[config.mk]
export PLATFORM = sky130hd
export DESIGN_NAME = sysid_check_master
export DESIGN_NICKNAME = d
export VERILOG_FILES = /design/src/rtl/sysid_check_master_pkg.sv /design/src/rtl/sysid_check_master.sv
export SDC_FILE = /design/constraint.sdc
export NUM_CORES = 1
export LEC_CHECK = 0
export BUFFER_PORTS_ARGS = -buffer_cell sky130_fd_sc_hd__clkbuf_2
export CAP_MARGIN = 20
export CORE_UTILIZATION = 53
export CTS_CLUSTER_SIZE = 12
export DETAILED_ROUTE_END_ITERATION = 8
export HOLD_SLACK_MARGIN = 0.02
export PLACE_DENSITY = 0.87
export SYNTH_ARGS = -nofsm -noshare
export SYNTH_HDL_FRONTEND = slang
export SYNTH_SLANG_ARGS = --single-unit
[constraint.sdc]
create_clock -name clock -period 3.6 [get_ports clock]
set_input_delay 0.36 -clock clock [delete_from_list [all_inputs] [get_ports clock]]
set_output_delay 0.36 -clock clock [all_outputs]
set_load 0.01 [all_outputs]
[src/rtl/sysid_check_master_pkg.sv]
// rtl/sysid_check_master_pkg.sv - shared state encoding, word addresses and counter widths
package sysid_check_master_pkg;

    typedef enum logic [2:0] {
        ST_IDLE  = 3'd0,
        ST_RD_ID = 3'd1,
        ST_RD_TS = 3'd2,
        ST_GAP   = 3'd3,
        ST_CMP   = 3'd4,
        ST_FIN   = 3'd5
    } state_t;

    localparam logic ADDR_ID = 1'b0;
    localparam logic ADDR_TS = 1'b1;

    localparam int WAIT_W  = 16;
    localparam int RETRY_W = 4;

endpackage

[src/rtl/sysid_check_master.sv]
// rtl/sysid_check_master.sv - reads sysid ID/timestamp words over Avalon-MM and checks them
module sysid_check_master
    import sysid_check_master_pkg::*;
#(
    parameter logic [31:0] EXPECTED_ID    = 32'h11223344,
    parameter logic [31:0] EXPECTED_TS    = 32'h56FA7A44,
    parameter int          TIMEOUT_CYCLES = 255,
    parameter int          RETRY_MAX      = 3
) (
    input  logic        clock,
    input  logic        reset,
    input  logic        start,
    output logic        avm_address,
    output logic        avm_read,
    input  logic [31:0] avm_readdata,
    input  logic        avm_waitrequest,
    output logic        busy,
    output logic        done,
    output logic        pass,
    output logic        id_ok,
    output logic        ts_ok,
    output logic        timeout,
    output logic [31:0] id_value,
    output logic [31:0] ts_value
);

    localparam logic [WAIT_W-1:0]  TIMEOUT_LIM = WAIT_W'(TIMEOUT_CYCLES);
    localparam logic [RETRY_W-1:0] RETRY_LIM   = RETRY_W'(RETRY_MAX);

    state_t              state_q, state_d;
    logic                word_q, word_d;
    logic [WAIT_W-1:0]   wait_q, wait_d;
    logic [RETRY_W-1:0]  retry_q, retry_d;
    logic                read_q, read_d;
    logic                addr_q, addr_d;
    logic                busy_q, busy_d;
    logic                done_q, done_d;
    logic                pass_q, pass_d;
    logic                id_ok_q, id_ok_d;
    logic                ts_ok_q, ts_ok_d;
    logic                timeout_q, timeout_d;
    logic [31:0]         id_value_q, id_value_d;
    logic [31:0]         ts_value_q, ts_value_d;

    always_ff @(posedge clock or posedge reset) begin
        if (reset) begin
            state_q    <= ST_IDLE;
            word_q     <= ADDR_ID;
            wait_q     <= '0;
            retry_q    <= '0;
            read_q     <= 1'b0;
            addr_q     <= ADDR_ID;
            busy_q     <= 1'b0;
            done_q     <= 1'b0;
            pass_q     <= 1'b0;
            id_ok_q    <= 1'b0;
            ts_ok_q    <= 1'b0;
            timeout_q  <= 1'b0;
            id_value_q <= '0;
            ts_value_q <= '0;
        end else begin
            state_q    <= state_d;
            word_q     <= word_d;
            wait_q     <= wait_d;
            retry_q    <= retry_d;
            read_q     <= read_d;
            addr_q     <= addr_d;
            busy_q     <= busy_d;
            done_q     <= done_d;
            pass_q     <= pass_d;
            id_ok_q    <= id_ok_d;
            ts_ok_q    <= ts_ok_d;
            timeout_q  <= timeout_d;
            id_value_q <= id_value_d;
            ts_value_q <= ts_value_d;
        end
    end

    always_comb begin
        state_d    = state_q;
        word_d     = word_q;
        wait_d     = wait_q;
        retry_d    = retry_q;
        pass_d     = pass_q;
        id_ok_d    = id_ok_q;
        ts_ok_d    = ts_ok_q;
        timeout_d  = timeout_q;
        id_value_d = id_value_q;
        ts_value_d = ts_value_q;

        case (state_q)
            ST_IDLE: begin
                if (start) begin
                    pass_d    = 1'b0;
                    id_ok_d   = 1'b0;
                    ts_ok_d   = 1'b0;
                    timeout_d = 1'b0;
                    retry_d   = '0;
                    wait_d    = '0;
                    word_d    = ADDR_ID;
                    state_d   = ST_RD_ID;
                end
            end
            ST_RD_ID, ST_RD_TS: begin
                if (!avm_waitrequest) begin
                    wait_d = '0;
                    if (state_q == ST_RD_ID) begin
                        id_value_d = avm_readdata;
                        retry_d    = '0;
                        word_d     = ADDR_TS;
                        state_d    = ST_RD_TS;
                    end else begin
                        ts_value_d = avm_readdata;
                        state_d    = ST_CMP;
                    end
                end else if (wait_q == TIMEOUT_LIM) begin
                    if (retry_q < RETRY_LIM) begin
                        retry_d = retry_q + 1'b1;
                        wait_d  = '0;
                        state_d = ST_GAP;
                    end else begin
                        timeout_d = 1'b1;
                        state_d   = ST_FIN;
                    end
                end else if (wait_q != '1) begin
                    wait_d = wait_q + 1'b1;
                end
            end
            ST_GAP: begin
                state_d = (word_q == ADDR_TS) ? ST_RD_TS : ST_RD_ID;
            end
            ST_CMP: begin
                id_ok_d = (id_value_q == EXPECTED_ID);
                ts_ok_d = (ts_value_q == EXPECTED_TS);
                pass_d  = (id_value_q == EXPECTED_ID) && (ts_value_q == EXPECTED_TS);
                state_d = ST_FIN;
            end
            ST_FIN: begin
                state_d = ST_IDLE;
            end
            default: begin
                state_d = ST_IDLE;
            end
        endcase

        // Bus strobes are registered off the next state so they line up with it.
        read_d = (state_d == ST_RD_ID) || (state_d == ST_RD_TS);
        if (state_d == ST_RD_TS) begin
            addr_d = ADDR_TS;
        end else if (state_d == ST_RD_ID) begin
            addr_d = ADDR_ID;
        end else begin
            addr_d = addr_q;
        end
        busy_d = (state_d != ST_IDLE) && (state_d != ST_FIN);
        done_d = (state_d == ST_FIN);
    end

    assign avm_address = addr_q;
    assign avm_read    = read_q;
    assign busy        = busy_q;
    assign done        = done_q;
    assign pass        = pass_q;
    assign id_ok       = id_ok_q;
    assign ts_ok       = ts_ok_q;
    assign timeout     = timeout_q;
    assign id_value    = id_value_q;
    assign ts_value    = ts_value_q;

endmodule

==> results_dict.tcl <==
set metrics [dict create \
    firstDrtPassIters 5 \
    cts_setup_buffers 0 \
    rr_startpoint "retry_q[0]" \
    gp_congestion 0.814 \
    synth_fp_nets 445 \
    hold_viol 0 \
    finalClockSkew_ns 0.00658 \
    setup_viol 0 \
    cts_root_buffer "clkbuf_8" \
    setup_tns_ns 0 \
    cts_tree "built" \
    leakagePower_nw 2.56 \
    tightest_slew_ns 0.629 \
    syn_avg_cell_area_um2 10.7 \
    syn_area_um2 4350 \
    critPathKind "flop to flop" \
    crit_arrival_ns 2.60 \
    ioPinCount 108 \
    ant_nets 0 \
    path_depth 6 \
    start_kind "flop" \
    reg2regPathDepth 6 \
    synth_top_area_share_pct 55.3 \
    critPathBufInv 0 \
    cap_viol_max_count 0 \
    grt_overflow 0 \
    num-fill-cells 638 \
    synth_cell_type_count 55 \
    yosys_register_bits 96 \
    status "complete, no violations" \
    crit_path_max_incr_delay_ns 0.54 \
    ir_worst_vdd_mv 0.492 \
    yosys.area.top_type "dfrtp_1" \
    cts_buffers 9 \
    synth-seq-area-share_pct 55.3 \
    fin_crit_ns 2.35 \
    final_nets 553 \
    synthTopCellsByArea "dfrtp_1 55%, nand2_1 9.4%, mux2_2 8.3%" \
    crit_path_top_delay_cell "a21boi_4" \
    drc_errors 0 \
    fmax_mhz 426 \
    seq_area_um2 2400 \
    worstPathMaxFanout 19 \
    synthCells 407 \
    holdBufCountCts 0 \
    hpwl_mm 7.30 \
    end_kind "flop" \
    die-area_um2 8570 \
    fp-row-count 32 \
    max_slew_margin_pct 57.6 \
    period_share_pct 65.2 \
    core_area_um2 7850 \
    clkTransAtPathRegs_ns 0.09 \
    wirelength_mm 10.1 \
    worstPathCellList "ha_1 -> or3_1 -> a311oi_1 -> a21boi_4 -> nand2_1 -> a22o_1" \
    multiInputGateArea_um2 1850 \
    setup_ws_ns 1.25 \
    dp.cells 606 \
    hold_slack_ns 0.0489 \
    start_util_pct 55.4 \
    ys_warn_count 0 \
    die_y_um 92.6 \
    clock_path_buffers 2 \
    drv_slew 0 \
    cts_resized 0 \
    wl_per_cell_um 16.2 \
    die_width_um 92.6 \
    hold_path_class "primary input to async pin" \
    vias_per_cell 5.63 \
    drive_gt1_share_pct 33.8 \
    portBuffers 107 \
    htreeDepth 3 \
    fin_area_um2 5170 \
    grt_usage_pct 25.5 \
    powerDensity_nw_per_um2 791 \
    r2r_slack_ns 1.25 \
    place_ws_ns 1.28 \
    antenna_cells 0 \
    drtIter0Drc 267 \
    grt_pass1_wl_mm 16.8 \
    fin_cells 622 \
    synth_ff_type "dfrtp_1" \
    async_flop_share_pct 100 \
    r2r-end "retry_q[0]" \
    cp.required_ns 3.85 \
    grt_pass1_vias 3477 \
    placed_area_um2 5000 \
    area_growth_pct 19.0 \
    grt_max_degree 46 \
    crit_family "compound AO/OA/AOI/OAI gates" \
    vias 3503 \
    clk_latency_ns 0.36 \
    synth_edf_count 0 \
    numClockSinks 96 \
    grt_setup_unrepaired "no" \
    grt_antenna_before_repair 0 \
]
[through the flow]
stage / power, W / utilization [%]
after floorplan: 0.00284 / -
after detailed placement: 0.00347 / 63.7
after CTS: 0.00411 / 65.9
after global placement: 0.00338 / 63.4
final: 0.00409 / 65.9
after global routing: 0.00435 / 65.9
[kinds of logic after synthesis]
group / Yosys count / share of synthesized area (%)
adders and majority gates: 2 / 0.575
muxes: 35 / 8.98
buffers and inverters: 23 / 2.50
xor gates and xnor gates: 2 / 0.403
and+or+nand+nor: 199 / 24.0
DFF: 96 / 55.3
AOI/OAI and AO/OA: 50 / 8.32
[worst register-to-register path, stage by stage, from the launching register on]
cell,delay [ns]
dfrtp_1,0.42
ha_1,0.24
or3_1,0.32
a311oi_1,0.32
a21boi_4,0.54
nand2_1,0.15
a22o_1,0.26
[area by class of cell]
class                           count  share of cell area [%]
Sequential cell                    96                    46.4
Multi-Input combinational cell    288                    35.7
Timing Repair Buffer              112                    11.5
Clock buffer                       10                    2.47
Tap cell                          102                    2.47
Clock inverter                      6                   0.846
Inverter                            8                   0.629
[synth_stat cells, drive strengths merged, types with 4 or more instances]
| master | instances |
|---|---|
| nor3 | 7 |
| dfrtp | 96 |
| nand2 | 109 |
| buf | 8 |
| or3 | 11 |
| nand2b | 4 |
| inv | 8 |
| or4 | 7 |
| nand4 | 10 |
| nor2 | 13 |
| nor4b | 6 |
| nand3 | 9 |
| mux2 | 32 |
| o31ai | 7 |
| nor4 | 4 |
| clkbuf | 7 |
| o21ai | 10 |
| a21oi | 15 |
[per-layer routing]
layer / share of wire (%) / track usage (%) / vias up
met4: 1.9 / 9.64 / 0
met3: 8.0 / 7.55 / 13
met2: 48 / 41.2 / 138
met5: 0 / 0 / -
li1: - / - / 1652
met1: 42 / 32.4 / 1700
[how the worst max path moves through the flow]
| stage | start | endpoint | slack [ns] |
|---|---|---|---|
| finish | retry_q[0] | retry_q[0] | 1.25 |
| global route | retry_q[0] | retry_q[0] | 1.11 |
| CTS | retry_q[0] | retry_q[0] | 1.26 |
| detailed placement | retry_q[0] | retry_q[0] | 1.28 |
| global placement | retry_q[0] | retry_q[0] | 1.37 |
| floorplan | reset | avm_address | 0.73 |
[registers in the layout (all words and copies together) (netlist names)]
register and flops:
word_q 1, done 1, id_ok 1, wait_q 16, timeout 1, pass 1, retry_q 4, state_q 3
avm_address 1, ts_ok 1, ts_value 32, busy 1, id_value 32, avm_read 1
[where the power goes]
| part | switching (W) | internal (W) | leakage (nW) | total, W |
|---|---|---|---|---|
| sequential | 0.000348 | 0.00148 | 1.22 | 0.00183 |
| clock | 0.000378 | 0.000255 | 0.0870 | 0.000634 |
| combinational | 0.000901 | 0.000732 | 1.26 | 0.00163 |
[layout by cell type, fill, tap and decap left out, types with 3 or more instances in the layout]
cell type and count:
nand2_1 109, clkbuf_2 107, dfrtp_1 96, mux2_2 32
a21oi_1 14, nor2_1 12, or3_1 9, o21ai_0 9
nand3_1 9, clkbuf_8 9, nand4_1 8, inv_1 7
o31ai_1 7, or4_1 7, nor4b_1 6, nor3_1 5
nand2b_1 4, buf_4 4, a31oi_1 3, nor2b_1 3
and2_1 3, mux2i_1 3
Note: power is estimated with default switching activity, not from simulation.
